--- src/rtl/program_loader.sv ---
`default_nettype none
// +----------------------------------------------------------------------------+
// | program_loader: UART boot loader. Sends 0x99, receives a little-endian   |
// | size and payload, writes it word by word into instruction memory, then    |
// | acks with 0xAA. Optional size check: PROGRAM_LOADER_SIZE_CHECK_EN.        |
// | Revision: 1.0                                                              |
// +----------------------------------------------------------------------------+
module program_loader #(
  parameter int IMEM_ADDR_W = 14
) (
  input  logic                   clk,
  input  logic                   reset_n,
  input  logic [7:0]             rx_rdata,
  input  logic                   rx_rdata_ready,
  input  logic                   rx_ferr,
  output logic [7:0]             tx_sdata,
  output logic                   tx_start,
  input  logic                   tx_busy,
  output logic                   imem_we,
  output logic [IMEM_ADDR_W-1:0] imem_addr,
  output logic [31:0]            imem_wdata,
  output logic                   load_done,
  output logic                   load_error,
  output logic                   rx_ferr_seen
);

  localparam logic [7:0] c_sync_byte = 8'h99;
  localparam logic [7:0] c_ack_byte  = 8'hAA;

  typedef enum logic [2:0] {
    SEND_SYNC = 3'd0,
    RECV_SIZE = 3'd1,
    RECV_DATA = 3'd2,
    SEND_ACK  = 3'd3,
    DONE      = 3'd4,
    ERROR     = 3'd5
  } state_t;

  state_t                 r_state,       w_state_next;
  logic [1:0]             r_size_lane,   w_size_lane_next;
  logic [31:0]            r_size,        w_size_next;
  logic [31:0]            r_byte_cnt,    w_byte_cnt_next;
  logic [31:0]            r_word,        w_word_next;
  logic [IMEM_ADDR_W-1:0] r_widx,        w_widx_next;
  logic                   r_guard;
  logic                   r_tx_start,    w_tx_start_next;
  logic [7:0]             r_tx_sdata,    w_tx_sdata_next;
  logic                   r_imem_we,     w_imem_we_next;
  logic [IMEM_ADDR_W-1:0] r_imem_addr,   w_imem_addr_next;
  logic [31:0]            r_imem_wdata,  w_imem_wdata_next;
  logic                   r_ferr_seen,   w_ferr_seen_next;

  logic [31:0]            w_size_full;
  logic [31:0]            w_word_merged;
  logic                   w_last_byte;
  logic                   w_size_bad;
  logic                   w_tx_ok;

  // The transmitter may not raise busy until the cycle after tx_start, so
  // busy is not trusted during the start cycle and the one following it.
  assign w_tx_ok     = !tx_busy && !r_guard && !r_tx_start;
  assign w_last_byte = (r_byte_cnt + 32'd1) == r_size;

  always_comb begin
    w_size_full = r_size;
    w_size_full[{r_size_lane, 3'b000} +: 8] = rx_rdata;
  end

  // A fresh word starts from zero so a trailing partial word is zero-padded.
  always_comb begin
    w_word_merged = (r_byte_cnt[1:0] == 2'd0) ? 32'd0 : r_word;
    w_word_merged[{r_byte_cnt[1:0], 3'b000} +: 8] = rx_rdata;
  end

`ifdef PROGRAM_LOADER_SIZE_CHECK_EN
  localparam logic [32:0] c_capacity = 33'd4 << IMEM_ADDR_W;
  assign w_size_bad = ({1'b0, w_size_full} > c_capacity) || (w_size_full[1:0] != 2'b00);
  assign load_error = (r_state == ERROR);
`else
  assign w_size_bad = 1'b0;
  assign load_error = 1'b0;
`endif

  always_comb begin
    w_state_next      = r_state;
    w_size_lane_next  = r_size_lane;
    w_size_next       = r_size;
    w_byte_cnt_next   = r_byte_cnt;
    w_word_next       = r_word;
    w_widx_next       = r_widx;
    w_tx_start_next   = 1'b0;
    w_tx_sdata_next   = r_tx_sdata;
    w_imem_we_next    = 1'b0;
    w_imem_addr_next  = r_imem_addr;
    w_imem_wdata_next = r_imem_wdata;
    w_ferr_seen_next  = r_ferr_seen;

    case (r_state)
      SEND_SYNC: begin
        if (w_tx_ok) begin
          w_tx_start_next = 1'b1;
          w_tx_sdata_next = c_sync_byte;
          w_state_next    = RECV_SIZE;
        end
      end

      RECV_SIZE: begin
        if (rx_rdata_ready) begin
          w_ferr_seen_next = r_ferr_seen | rx_ferr;
          w_size_next      = w_size_full;
          w_size_lane_next = r_size_lane + 2'd1;
          if (r_size_lane == 2'd3) begin
            if (w_size_full == 32'd0) begin
              w_state_next = SEND_ACK;
            end else if (w_size_bad) begin
              w_state_next = ERROR;
            end else begin
              w_state_next = RECV_DATA;
            end
          end
        end
      end

      RECV_DATA: begin
        if (rx_rdata_ready) begin
          w_ferr_seen_next = r_ferr_seen | rx_ferr;
          w_word_next      = w_word_merged;
          w_byte_cnt_next  = r_byte_cnt + 32'd1;
          if (r_byte_cnt[1:0] == 2'd3 || w_last_byte) begin
            w_imem_we_next    = 1'b1;
            w_imem_wdata_next = w_word_merged;
            w_imem_addr_next  = r_widx;
            w_widx_next       = r_widx + IMEM_ADDR_W'(1);
          end
          if (w_last_byte) begin
            w_state_next = SEND_ACK;
          end
        end
      end

      SEND_ACK: begin
        if (w_tx_ok) begin
          w_tx_start_next = 1'b1;
          w_tx_sdata_next = c_ack_byte;
          w_state_next    = DONE;
        end
      end

      DONE, ERROR: begin
      end

      default: w_state_next = SEND_SYNC;
    endcase
  end

  always_ff @(posedge clk) begin
    if (!reset_n) begin
      r_state      <= SEND_SYNC;
      r_size_lane  <= 2'd0;
      r_size       <= 32'd0;
      r_byte_cnt   <= 32'd0;
      r_word       <= 32'd0;
      r_widx       <= '0;
      r_guard      <= 1'b0;
      r_tx_start   <= 1'b0;
      r_tx_sdata   <= 8'd0;
      r_imem_we    <= 1'b0;
      r_imem_addr  <= '0;
      r_imem_wdata <= 32'd0;
      r_ferr_seen  <= 1'b0;
    end else begin
      r_state      <= w_state_next;
      r_size_lane  <= w_size_lane_next;
      r_size       <= w_size_next;
      r_byte_cnt   <= w_byte_cnt_next;
      r_word       <= w_word_next;
      r_widx       <= w_widx_next;
      r_guard      <= r_tx_start;
      r_tx_start   <= w_tx_start_next;
      r_tx_sdata   <= w_tx_sdata_next;
      r_imem_we    <= w_imem_we_next;
      r_imem_addr  <= w_imem_addr_next;
      r_imem_wdata <= w_imem_wdata_next;
      r_ferr_seen  <= w_ferr_seen_next;
    end
  end

  assign tx_start     = r_tx_start;
  assign tx_sdata     = r_tx_sdata;
  assign imem_we      = r_imem_we;
  assign imem_addr    = r_imem_addr;
  assign imem_wdata   = r_imem_wdata;
  assign rx_ferr_seen = r_ferr_seen;
  assign load_done    = (r_state == DONE);

endmodule
`default_nettype wire
--- config.mk ---
export PLATFORM = sky130hd
export DESIGN_NAME = program_loader
export DESIGN_NICKNAME = d
export VERILOG_FILES = /design/src/rtl/program_loader.sv
export SDC_FILE = /design/constraint.sdc
export NUM_CORES = 1
export LEC_CHECK = 0
export CORE_UTILIZATION = 55
export CTS_CLUSTER_DIAMETER = 60
export CTS_CLUSTER_SIZE = 16
export DETAILED_ROUTE_END_ITERATION = 10
export PLACE_DENSITY = 0.76
export SYNTH_ARGS = -nofsm -noshare
export SYNTH_HDL_FRONTEND = slang
export SYNTH_SLANG_ARGS = --single-unit
--- constraint.sdc ---
create_clock -name clk -period 5.93 [get_ports clk]
set_input_delay 1.186 -clock clk [delete_from_list [all_inputs] [get_ports clk]]
set_output_delay 1.186 -clock clk [all_outputs]
set_load 0.05 [all_outputs]
# Yosys cells after proc, flatten, opt, wreduce, memory -nomap -nowiden
# Cells that the tools add are included.
[totals] regBits=173 inputBits=13 out_inout_bits=59 word_cells=75
[op_classes] n_addsub=5 eq_ne=14 shifts=4 mux=16 bitwise_logic=2 reduce_logical=21
[ops] operator="bitwise mux 32 bit" count=2
[ops] operator="variable shift 8 x 7 -> 32 bit (first input constant)" count=2
[ops] operator="variable part select 8 x 7 -> 32 bit" count=2
[ops] operator="adder 32 x 1 -> 32 bit (second input constant)" count=1
[ops] operator="== test 32 bit" count=1
[ops] operator="logical NOT 32 bit" count=1
[ops] operator="two-way mux 32 bit" count=1
[ops] operator="two-way mux 3 bit" count=6
[ops] operator="two-way mux 8 bit" count=2
[ops] operator="case mux 8 bit (2 select lines)" count=1
[ops] operator="case mux 3 bit (5 select lines)" count=1
[ops] operator="adder 14 x 1 -> 14 bit (second input constant)" count=1
[ops] operator="negator 5 -> 7 bit" count=2
[ops] operator="inequality test 2 bit (second input constant)" count=6
[ops] operator="AND reduction 3 bit" count=3
[ops] operator="AND reduction 2 bit" count=4
[ops] operator="AND reduction 7 bit" count=1
[ops] operator="== test 3 x 2 -> 1 bit (second input constant)" count=2
[ops] operator="== test 3 bit (second input constant)" count=2
[ops] operator="OR reduction 2 bit" count=3
[ops] operator="== test 2 bit (second input constant)" count=2
[ops] operator="== test 3 x 1 -> 1 bit (second input constant)" count=1
[ops] operator="logical NOT 1 bit" count=3
[ops] operator="logical NOT 3 bit" count=1
[ops] operator="other kinds (8)" count=11

# Depth between registers and ports, before layout
[logic_depth] depth_word=8 depth_mapped=14 ltp_nobuf=11

# Least setup slack after synthesis
# OpenSTA, ideal clock, no wires.
[synth_path] kind="register to register" from="register r_byte_cnt[1]" to="register r_widx[12]" setup_time_ps=118 t_arrival_ps=3101 t_required_ps=5812 path_slack_ps=2711 stages_incl_launch_ff=11 path_buffers=0 period_less_slack_ps=3219 cell_sequence="dfxtp_1 ha_1 nand3_1 or4_4 or2_1 or4b_1 a31oi_1 o21ai_1 o21ba_1 or4b_1 mux2i_1"
[synth_via] elab_chain_len=4
[synth_lines] item="from (decl)" line_no="42" text="logic [31:0] r_byte_cnt, w_byte_cnt_next;"
[synth_lines] item="from (signal assigned)" line_no="175" text="r_byte_cnt <= w_byte_cnt_next;"
[synth_lines] item="adder 32 x 1 -> 32 bit" line_no="62" text="assign w_last_byte = (r_byte_cnt + 32'd1) == r_size;"
[synth_lines] item="== test 32 bit" line_no="62"
[synth_lines] item="logical OR 1 bit (*)" line_no="129" text="if (r_byte_cnt[1:0] == 2'd3 || w_last_byte) begin"
[synth_lines] item="AND reduction 3 bit (no line) (*)"
[synth_lines] item="to (signal assigned)" line_no="177" text="r_widx <= w_widx_next;"
[synth_lines] item="to (decl)" line_no="44" text="logic [IMEM_ADDR_W-1:0] r_widx, w_widx_next;"
# Mark *: on every way between the ends. The rest lies on a longest branch, timed or not.
# A chain may end at the register's enable or synchronous reset.

# Worst setup path in the final report
[layout_path] from="register r_byte_cnt[0]" to="register r_widx[12]"
# Same word-level chain as after synthesis.

==> results.toml <==
[grt]
antenna_found_initial = 0
grt_pass1_vias = 7165
grt_max_degree = 89
grt-ovfl-total = 0
grt_pass1_wl_microns = 35700
grtUsageTotal_pct = 27.8

[setup_path]
cp_cell_sequence = "ha_1 > nand3_1 > or4_4 > or2_1 > or4b_1 > a31oi_1 > o21ai_1 > o21ba_1 > or4b_1 > mux2i_1"
critPathMaxFanout = 33
r2r-end = "r_widx[12]"
worstReg2RegStart = "r_byte_cnt[0]"
reg2reg_slack_ns = 1.03
crit_type = "flop to flop"
critical-path-max-stage-delay_ns = 0.68
crit_slowest_cell = "or4b_1"
end_kind = "flop"
reg2regPathDepth = 10
cp_data_arrival_time_ns = 5.23
cp_common_cell = "or4b_1"
cp.required_ns = 6.25
start_kind = "flop"
crit_start = "r_byte_cnt[0]"

[synth]
synth_top_cell_area_share_pct = 39.3
synth_top_area_cell = "dfxtp_1"
synth_edf_count = 0
ys_seq_area_share_pct = 39.3
yosysWarnings = 0
synth-seq-cells = 168
async_reset_ff_share_pct = 0
synth_area_sq_um = 8560
post_synth.cell_area_avg_sq_um = 7.83
synth_area_leaders = "dfxtp_1 39%, a21oi_1 6.7%, nand2_1 4.5%"
synth_cells = 1093
ys.flop_type = "dfxtp_1"
ys_types = 65

[pwr]
ir_drop_v = 0.000218
powerDensity_nw_per_um2 = 306
pwr-share-comb_pct = 20.2
p_clk_share_pct = 39.0
p_leak_nw = 3.24
p_seq_share_pct = 40.8
internal-power_w = 0.00205
p_switching_w = 0.000937
switching_share_pct = 31.4

[floorplan]
start_util_pct = 56.3
dieArea_sq_um = 16100
num_io_pins = 72
die_w_microns = 127
row_count = 45
coreArea_sq_um = 15200
die_h_microns = 127

[sta]
fmax_ghz = 0.204
period_needed_ns = 4.90
grt_setup_unrepaired = "false"
slew_violations = 0
finalSetupTns_ns = 0
slew_headroom_pct = 22.9
skew_ns = 0.0121
hold_violations = 0
timing.final.crit_share_pct = 82.7
max_slew.worst_pin.slew_ns = 1.16
setup_violations = 0

[hold_path]
min_path_cells = 2
hp-start = "r_word[22]"
hold_end = "r_word[22]"
min_path_type = "flop to flop"

[clock_network]
cts_buffers = 17
cts_tree = "built"
cts_root_buffer = "clkbuf_16"
htreeDepth = 4
clk_pin_slew_worst_paths_ns = 0.06
clock-sinks = 168
cts_resized = 0
max-clock-path-buffers = 2
clk_latency_ns = 0.43
cts_setup_buffers = 0
ctsHoldBuffers = 0

[final_layout]
drive_above_1_share_pct = 4.44
syn_to_final_growth_pct = 14.0
final_cell_mix = "168 x dfxtp_1, 115 x a21oi_1, 101 x nand2_1"
final_nets = 1118
final_common_cell = "dfxtp_1"
postLayoutCoreUtil_pct = 64.2
antenna_cells = 0

[routing]
vias = 8041
drc = 0
wire_per_inst_microns = 17.2
routed_wl_microns = 22200
viasPerCell = 6.22
drtPass1Iterations = 6
drtIter0Drc = 818
drtAntennaViolNets = 0

[status]
outcome = "finished, final reports clean"

[run]
drv_cap = 0

[placed_design]
dp_hpwl_microns = 14400
gp_congestion = 0.928
port_buffers = 68
[layout make-up]
cell class              count  area [sq um]
fillers                  1343          5450
multi-input cells         818          4760
flip-flops and latches    168          3360
repair buffers             77           748
clock buffers              19           433
well taps                 188           235
clock inverters            10           169
inverters                  12          47.5
[cell usage after synthesis, types with 2 or more instances]
cell,count
xnor2_1,38
o21a_1,8
a2111oi_0,2
mux2i_1,11
buf_2,17
nand3_1,76
nor4_1,21
nand2b_1,32
o31ai_1,4
a22o_1,8
nor3b_1,2
nor4b_1,2
o22a_1,8
a21oi_1,115
dfxtp_1,168
buf_1,3
nor2b_1,5
and3_1,14
a41o_1,2
and2_1,5
clkbuf_2,2
xor2_1,23
nand4_1,24
a31oi_1,5
or4_1,6
ha_1,11
o2111ai_1,2
clkbuf_1,68
a2bb2oi_1,2
or3_1,15
nor3_1,45
buf_4,7
a22oi_1,39
o311ai_0,2
inv_1,12
nand2_1,102
nor2_1,97
o21ai_0,53
or4b_1,2
and4_1,4
a211oi_1,4
o22ai_1,3
a21o_1,2
[worst max-delay path, delay by kind of cell (launching register included)]
family,cells,cell delay [ns]
AND/OR/NAND/NOR,5,2.47
multiplexers,1,0.13
AO/OA/AOI/OAI,3,0.97
flip-flops,1,0.56
adder cells (fa/ha/maj),1,0.66
[layer usage]
| metal | share of wire, % | global-route usage, % | up-vias |
|---|---|---|---|
| li1 | - | - | 3882 |
| met1 | 45 | 37.9 | 3818 |
| met2 | 46 | 42.8 | 301 |
| met3 | 7.0 | 5.74 | 40 |
| met4 | 1.9 | 12.0 | 0 |
| met5 | 0 | 0 | - |
[metrics by stage]
| stage | cell area [sq um] | setup slack [ns] | total power [W] | cells | hold WS [ns] |
|---|---|---|---|---|---|
| after floorplan | 8570 | 2.71 | 0.00170 | 1095 | 0.436 |
| after global placement | 9150 | 1.16 | 0.00183 | 1263 | 0.441 |
| after detailed placement | 9150 | 1.04 | 0.00184 | 1263 | 0.447 |
| after CTS | 9760 | 1.03 | 0.00300 | 1292 | 0.457 |
| after global routing | 9760 | 0.693 | 0.00311 | 1292 | 0.477 |
| final | 9760 | 1.03 | 0.00299 | 1292 | 0.454 |
[registers in the layout (all words and copies together), names as in the netlist]
register and count:
r_byte_cnt 32, imem_wdata 32, imem_addr 14, r_state 3, r_size 32, r_widx 14
r_size_lane 2, r_word 32, r_guard 1, rx_ferr_seen 1, imem_we 1, tx_sdata 3
tx_start 1
[worst max path at each step]
stage	slack (ns)	to	depth (start not counted)
floorplan	2.71	r_widx[12]	10
global placement	1.16	r_widx[12]	10
detailed placement	1.04	r_widx[12]	10
CTS	1.03	r_widx[12]	10
global route	0.69	imem_wdata[15]	11
finish	1.03	r_widx[12]	10
[power by group through the flow]
stage	registers (W)	logic, W	clock network, W
after global placement	0.00124	0.000592	0
after detailed placement	0.00124	0.000594	0
after global routing	0.00123	0.000653	0.00123
final	0.00122	0.000603	0.00117
after floorplan	0.00127	0.000425	0
after CTS	0.00122	0.000599	0.00118
[cells by family after synthesis]
logic type	count (synthesis)	synth area share, %
flip-flops	168	39.3
AO/OA/AOI/OAI	270	19.3
adder cells (fa/ha/maj)	11	1.61
XOR/XNOR	61	6.24
multiplexers	12	1.42
AND/OR/NAND/NOR	461	26.7
other	1	0.0438
buffers and inverters	109	5.36
No activity file was read; power rests on OpenSTA's default activity.
